[config.mk]
export PLATFORM = sky130hd
export DESIGN_NAME = inst_fetch_buffer
export DESIGN_NICKNAME = d
export VERILOG_FILES = /design/src/rtl/inst_fetch_buffer_pkg.sv /design/src/rtl/inst_fetch_buffer_ram.sv /design/src/rtl/inst_fetch_buffer.sv
export SDC_FILE = /design/constraint.sdc
export NUM_CORES = 1
export LEC_CHECK = 0
export CORE_MARGIN = 3
export CORE_UTILIZATION = 43
export CTS_CLUSTER_DIAMETER = 200
export DETAILED_ROUTE_END_ITERATION = 8
export HOLD_SLACK_MARGIN = 0.03
export PLACE_DENSITY = 0.64
export REMOVE_ABC_BUFFERS = 1
export SYNTH_ARGS = -nofsm -noshare
export SYNTH_HDL_FRONTEND = slang
export SYNTH_HIERARCHICAL = 1
export SYNTH_SLANG_ARGS = --single-unit
[constraint.sdc]
create_clock -name clk -period 6.7 [get_ports clk]
set_input_delay 0.67 -clock clk [delete_from_list [all_inputs] [get_ports clk]]
set_output_delay 0.67 -clock clk [all_outputs]
set_load 0.005 [all_outputs]
[src/rtl/inst_fetch_buffer_pkg.sv]
// ---------------------------------------------------------------------------
// inst_fetch_buffer_pkg
// Shared constants for the IF->ID fetch buffer.
//   FS_TO_DS_BUS_WD : width of the {inst[31:0], pc[31:0]} bundle from IF
//   FB_DEPTH        : default number of buffer entries (power of two, >= 2)
// ---------------------------------------------------------------------------
package inst_fetch_buffer_pkg;

    localparam int FS_TO_DS_BUS_WD = 64;
    localparam int FB_DEPTH        = 4;

endpackage : inst_fetch_buffer_pkg

[src/rtl/inst_fetch_buffer_ram.sv]
// ---------------------------------------------------------------------------
// fb_entry_ram
// DEPTH x BUS_WD register array backing the fetch buffer.
// Ports:
//   clk    in   write clock (rising edge)
//   we     in   write enable
//   waddr  in   write index
//   wdata  in   write data
//   raddr  in   read index
//   rdata  out  read data (asynchronous, combinational from raddr)
// The storage is deliberately not reset; validity is tracked by the owner.
// ---------------------------------------------------------------------------
module fb_entry_ram
    import inst_fetch_buffer_pkg::*;
#(
    parameter int DEPTH  = FB_DEPTH,
    parameter int BUS_WD = FS_TO_DS_BUS_WD,
    parameter int AW     = $clog2(DEPTH)
) (
    input  logic              clk,
    input  logic              we,
    input  logic [AW-1:0]     waddr,
    input  logic [BUS_WD-1:0] wdata,
    input  logic [AW-1:0]     raddr,
    output logic [BUS_WD-1:0] rdata
);

    logic [BUS_WD-1:0] mem_q [DEPTH];

    genvar gi;
    generate
        for (gi = 0; gi < DEPTH; gi++) begin : g_entry
            always_ff @(posedge clk) begin
                if (we && (waddr == AW'(gi))) begin
                    mem_q[gi] <= wdata;
                end
            end
        end
    endgenerate

    assign rdata = mem_q[raddr];

endmodule : fb_entry_ram

[src/rtl/inst_fetch_buffer.sv]
// ---------------------------------------------------------------------------
// inst_fetch_buffer
// Decoupling FIFO between IF and ID. IF sees this block as its downstream
// stage (fb_allowin drives IF's ds_allowin); ID sees it as its upstream.
// Ports:
//   clk, resetn        clock / asynchronous active-low reset
//   fs_to_ds_valid/bus bundle presented by IF
//   fb_allowin         buffer can accept a bundle this cycle
//   fb_to_ds_valid/bus head bundle offered to ID
//   ds_allowin         ID accepts the head this cycle
//   br_cancel          taken branch in ID, queued entries are wrong-path
//   fs_flush_pipe      exception/ertn flush from WB
//   fb_count           current occupancy
// ---------------------------------------------------------------------------
module inst_fetch_buffer
    import inst_fetch_buffer_pkg::*;
#(
    parameter int DEPTH  = FB_DEPTH,
    parameter int BUS_WD = FS_TO_DS_BUS_WD
) (
    input  logic                       clk,
    input  logic                       resetn,
    input  logic                       fs_to_ds_valid,
    input  logic [BUS_WD-1:0]          fs_to_ds_bus,
    output logic                       fb_allowin,
    output logic                       fb_to_ds_valid,
    output logic [BUS_WD-1:0]          fb_to_ds_bus,
    input  logic                       ds_allowin,
    input  logic                       br_cancel,
    input  logic                       fs_flush_pipe,
    output logic [$clog2(DEPTH+1)-1:0] fb_count
);

    localparam int PTR_W = $clog2(DEPTH);
    localparam int CNT_W = $clog2(DEPTH+1);

    logic [PTR_W-1:0]  wp_q, wp_d;
    logic [PTR_W-1:0]  rp_q, rp_d;
    logic [CNT_W-1:0]  count_q, count_d;
    logic              kill, push, pop, not_empty;
    logic [BUS_WD-1:0] head_data;

    assign kill       = br_cancel | fs_flush_pipe;
    assign not_empty  = (count_q != '0);
    // Derived from registered occupancy only, so IF never sees a
    // combinational path from ID's ds_allowin.
    assign fb_allowin     = (count_q != CNT_W'(DEPTH));
    assign fb_to_ds_valid = not_empty & ~kill;
    assign push           = fs_to_ds_valid & fb_allowin & ~kill;
    assign pop            = fb_to_ds_valid & ds_allowin;

    // Mask the bus while empty so ID never sees a stale entry.
    assign fb_to_ds_bus = not_empty ? head_data : '0;
    assign fb_count     = count_q;

    always_comb begin
        wp_d    = wp_q;
        rp_d    = rp_q;
        count_d = count_q;
        if (kill) begin
            wp_d    = '0;
            rp_d    = '0;
            count_d = '0;
        end else begin
            if (push) wp_d = wp_q + PTR_W'(1);
            if (pop)  rp_d = rp_q + PTR_W'(1);
            count_d = count_q + CNT_W'(push) - CNT_W'(pop);
        end
    end

    always_ff @(posedge clk or negedge resetn) begin
        if (!resetn) begin
            wp_q    <= '0;
            rp_q    <= '0;
            count_q <= '0;
        end else begin
            wp_q    <= wp_d;
            rp_q    <= rp_d;
            count_q <= count_d;
        end
    end

    fb_entry_ram #(
        .DEPTH  (DEPTH),
        .BUS_WD (BUS_WD),
        .AW     (PTR_W)
    ) u_fb_entry_ram (
        .clk   (clk),
        .we    (push),
        .waddr (wp_q),
        .wdata (fs_to_ds_bus),
        .raddr (rp_q),
        .rdata (head_data)
    );

endmodule : inst_fetch_buffer

==> reports/qor.csv <==
stage;metric;value;unit
flow_run;cap_viol_max_count;0;
yosys;synth_area;10180;um^2
yosys;synth_top_cell_area_share;0.7554;
grt;antenna_found_initial;1;
critical_path;path_buf_inv;2;
detailed_routing;dr_total_vias;4768;
yosys;async_flop_share;0.02662;
timing;slew_headroom;0.2854;
critical_path;worst_setup_path_start_kind;flip-flop;
power;power_frac_clock;0.427;
cts;post_cts_buffers;0;
placement;dp_hpwl;10520;um
cts;clock-sinks;263;
cts;htree_levels;1;
final_layout;layout.nets;676;
timing;period_share;0.6026;
power;p_comb_frac;0.034;
critical_path;worstPathMaxFanout;42;
detailed_routing;wl_per_cell;20.01;um
placement;place_area;11820;um^2
cts;cts.clk_slew.worst_paths;60;ps
critical_path;cp_slowest_cell;dfrtp_4;
timing;worstMarginPinSlew;1072;ps
cts;cts_buffer_depth;3;
die;die_y;159.8;um
final_layout;diodes;0;
grt;grt_max_degree;68;
final_layout;area_growth;24.87;%
timing;setup_viol;0;
yosys;avgSynthCellArea;22.51;um^2
detailed_routing;wirelength;18770;um
power;ir_drop;0.2455;mV
critical_path;worstPathCellList;buf_4, mux4_1, nor2b_1, clkdlybuf4s50_1;
yosys;yosys.area.top_type;edfxtp_1;
die;rows;55;
placement;place_ws;3077;ps
timing;rsz0062_at_grt;false;
timing;skew;4.807;ps
cts;cts_tree;yes;
critical_path;critPathMaxStageDelay;990;ps
final_layout;design_area;12710;um^2
yosys;syn-instance-count;452;
yosys;ys_ff_latch;263;
power;power_frac_seq;0.538;
yosys;synth-edff-count;256;
timing;final.min_clock_period;4037;ps
grt;grt_overflow;0;
critical_path;crit_start;rp_q[0];
detailed_routing;ant_nets;0;
yosys;yosysSeqAreaShare;0.7727;
timing;setup_tns;0;ps
die;die_x;159.8;um
die;io_pins;139;
power;p_per_area;267.3;nW/um^2
power;total_power;3.397;mW
grt;track_usage;0.1465;
placement;gp_congestion;0.6892;
power;p_switching;0.6327;mW
status;status;completed;
cts;cts_resized;0;
detailed_routing;first_pass_iters;4;
final_layout;utilization;0.5545;
die;die_area;25550;um^2
critical_path;crit_required;6030;ps
detailed_routing;dr.first_iter.drc_count;303;
hold_path;min_path_type;input port to asynchronous set/reset pin;
power;internal_power;2.765;mW
critical_path;critPathArrivalTime;3370;ps
critical_path;crit_family;buffers and inverters;
power;power.share.switching;0.1862;
placement;port_buffers;138;
yosys;synth_area_leaders;edfxtp_1 (76%), mux4_2 (13%), nor2b_1 (3.9%), dfrtp_1 (1.7%), buf_12 (1.2%);
final_layout;fin_cells;938;
cts;clk_latency;520;ps
die;core;22920;um^2
final_layout;layout-drive-gt1-share;0.1888;
grt;grt_pass1_wl;29350;um
yosys;synth_cell_types;33;
timing;hold-worst-slack;431.5;ps
timing;setup_ws;2663;ps
detailed_routing;via_per_inst;5.083;
detailed_routing;route.detailed.drc;0;
die;initial_core_util;0.4441;
power;p_leak;3.940;nW
cts;ctsHoldBuffers;0;
yosys;yosys-top-cells-count;edfxtp_1 (256), nor2b_1 (64), mux4_2 (60);
grt;grt_pass1_vias;5272;
yosys;yosysMostFrequentCell;edfxtp_1;
placement;place_inst;886;
yosys;yosys_warnings;6;
cts;cts-root-buf;clkbuf_16;
critical_path;worst_r2r_startpoint;fb_count[1];
critical_path;critical_path_class;flip-flop to output port;
timing;finalHoldViolCount;0;
timing;slew_violations;0;
yosys;synthFlopType;edfxtp_1;
critical_path;endpoint_kind;output port;
timing;fmax;247.7;MHz
cts;cts_buffers;28;
==> final timing paths <==
check | to | slack (ps) | cells after the start
worst max register to register | fb_count[2] | 4020 | 11
worst min-delay path | wp_q[1] | 430 | 1
worst min register to register | wp_q[1] | 630 | 2
worst max-delay path | fb_to_ds_bus[63] | 2660 | 4
min in group clk | wp_q[1] | 630 | 2
max in group asynchronous | rp_q[1] | 5970 | 1
==> power by group through the flow <==
stage / Combinational, mW / Sequential, mW / Clock, mW
after detailed placement: 0.119 / 1.86 / 0
after floorplan: 0.0351 / 1.86 / 0
final: 0.117 / 1.83 / 1.45
after CTS: 0.120 / 1.83 / 1.50
after global routing: 0.127 / 1.83 / 1.56
after global placement: 0.115 / 1.86 / 0
==> kinds of logic after synthesis <==
logic type | Yosys count | share of synthesized area
compound gates | 4 | 0.002582
simple gates | 88 | 0.05263
buf+inv | 27 | 0.02189
flops | 263 | 0.7727
xor+xnor | 2 | 0.001722
mux | 65 | 0.1441
fa+ha+maj | 3 | 0.004426
==> routing by layer <==
metal	track usage	wire, um	vias up
li1	-	-	2147
met1	0.1952	8035	2480
met2	0.2480	9345	114
met3	0.03528	990	25
met4	0.03274	389	2
met5	0	13	-
==> registers in the layout, indices dropped and copies added, names as in the netlist <==
name / cells
fb_count: 3
rp_q: 2
wp_q: 2
u_fb_entry_ram/mem_q: 256
==> cells in the final DEF, fill, tap and decap left out, drive strengths merged <==
cell type,count
o31ai,1
buf,6
or3,2
nand4,1
edfxtp,256
nor2,6
nor2b,64
clkinv,9
nand2,3
dfrtp,7
nor3b,1
mux4,64
xor2,2
and3b,2
nor3,2
ha,2
a21oi,1
and3,2
inv,4
nand3,1
or3b,1
bufinv,1
clkinvlp,1
and2,2
a211o,1
mux2i,1
clkdlybuf4s50,138
or2,1
fa,1
clkbuf,41
o21ai,1
==> cell type report <==
cell class / count / area [um^2]
Multi-Input combinational cell: 162 / 2113
Fill cell: 1753 / 10210
Sequential cell: 263 / 7870
Timing Repair Buffer: 144 / 1426
Clock buffer: 41 / 810.8
Inverter: 4 / 15.01
Clock inverter: 11 / 80.08
Tap cell: 313 / 391.6
No activity file was read; power rests on OpenSTA's default activity.
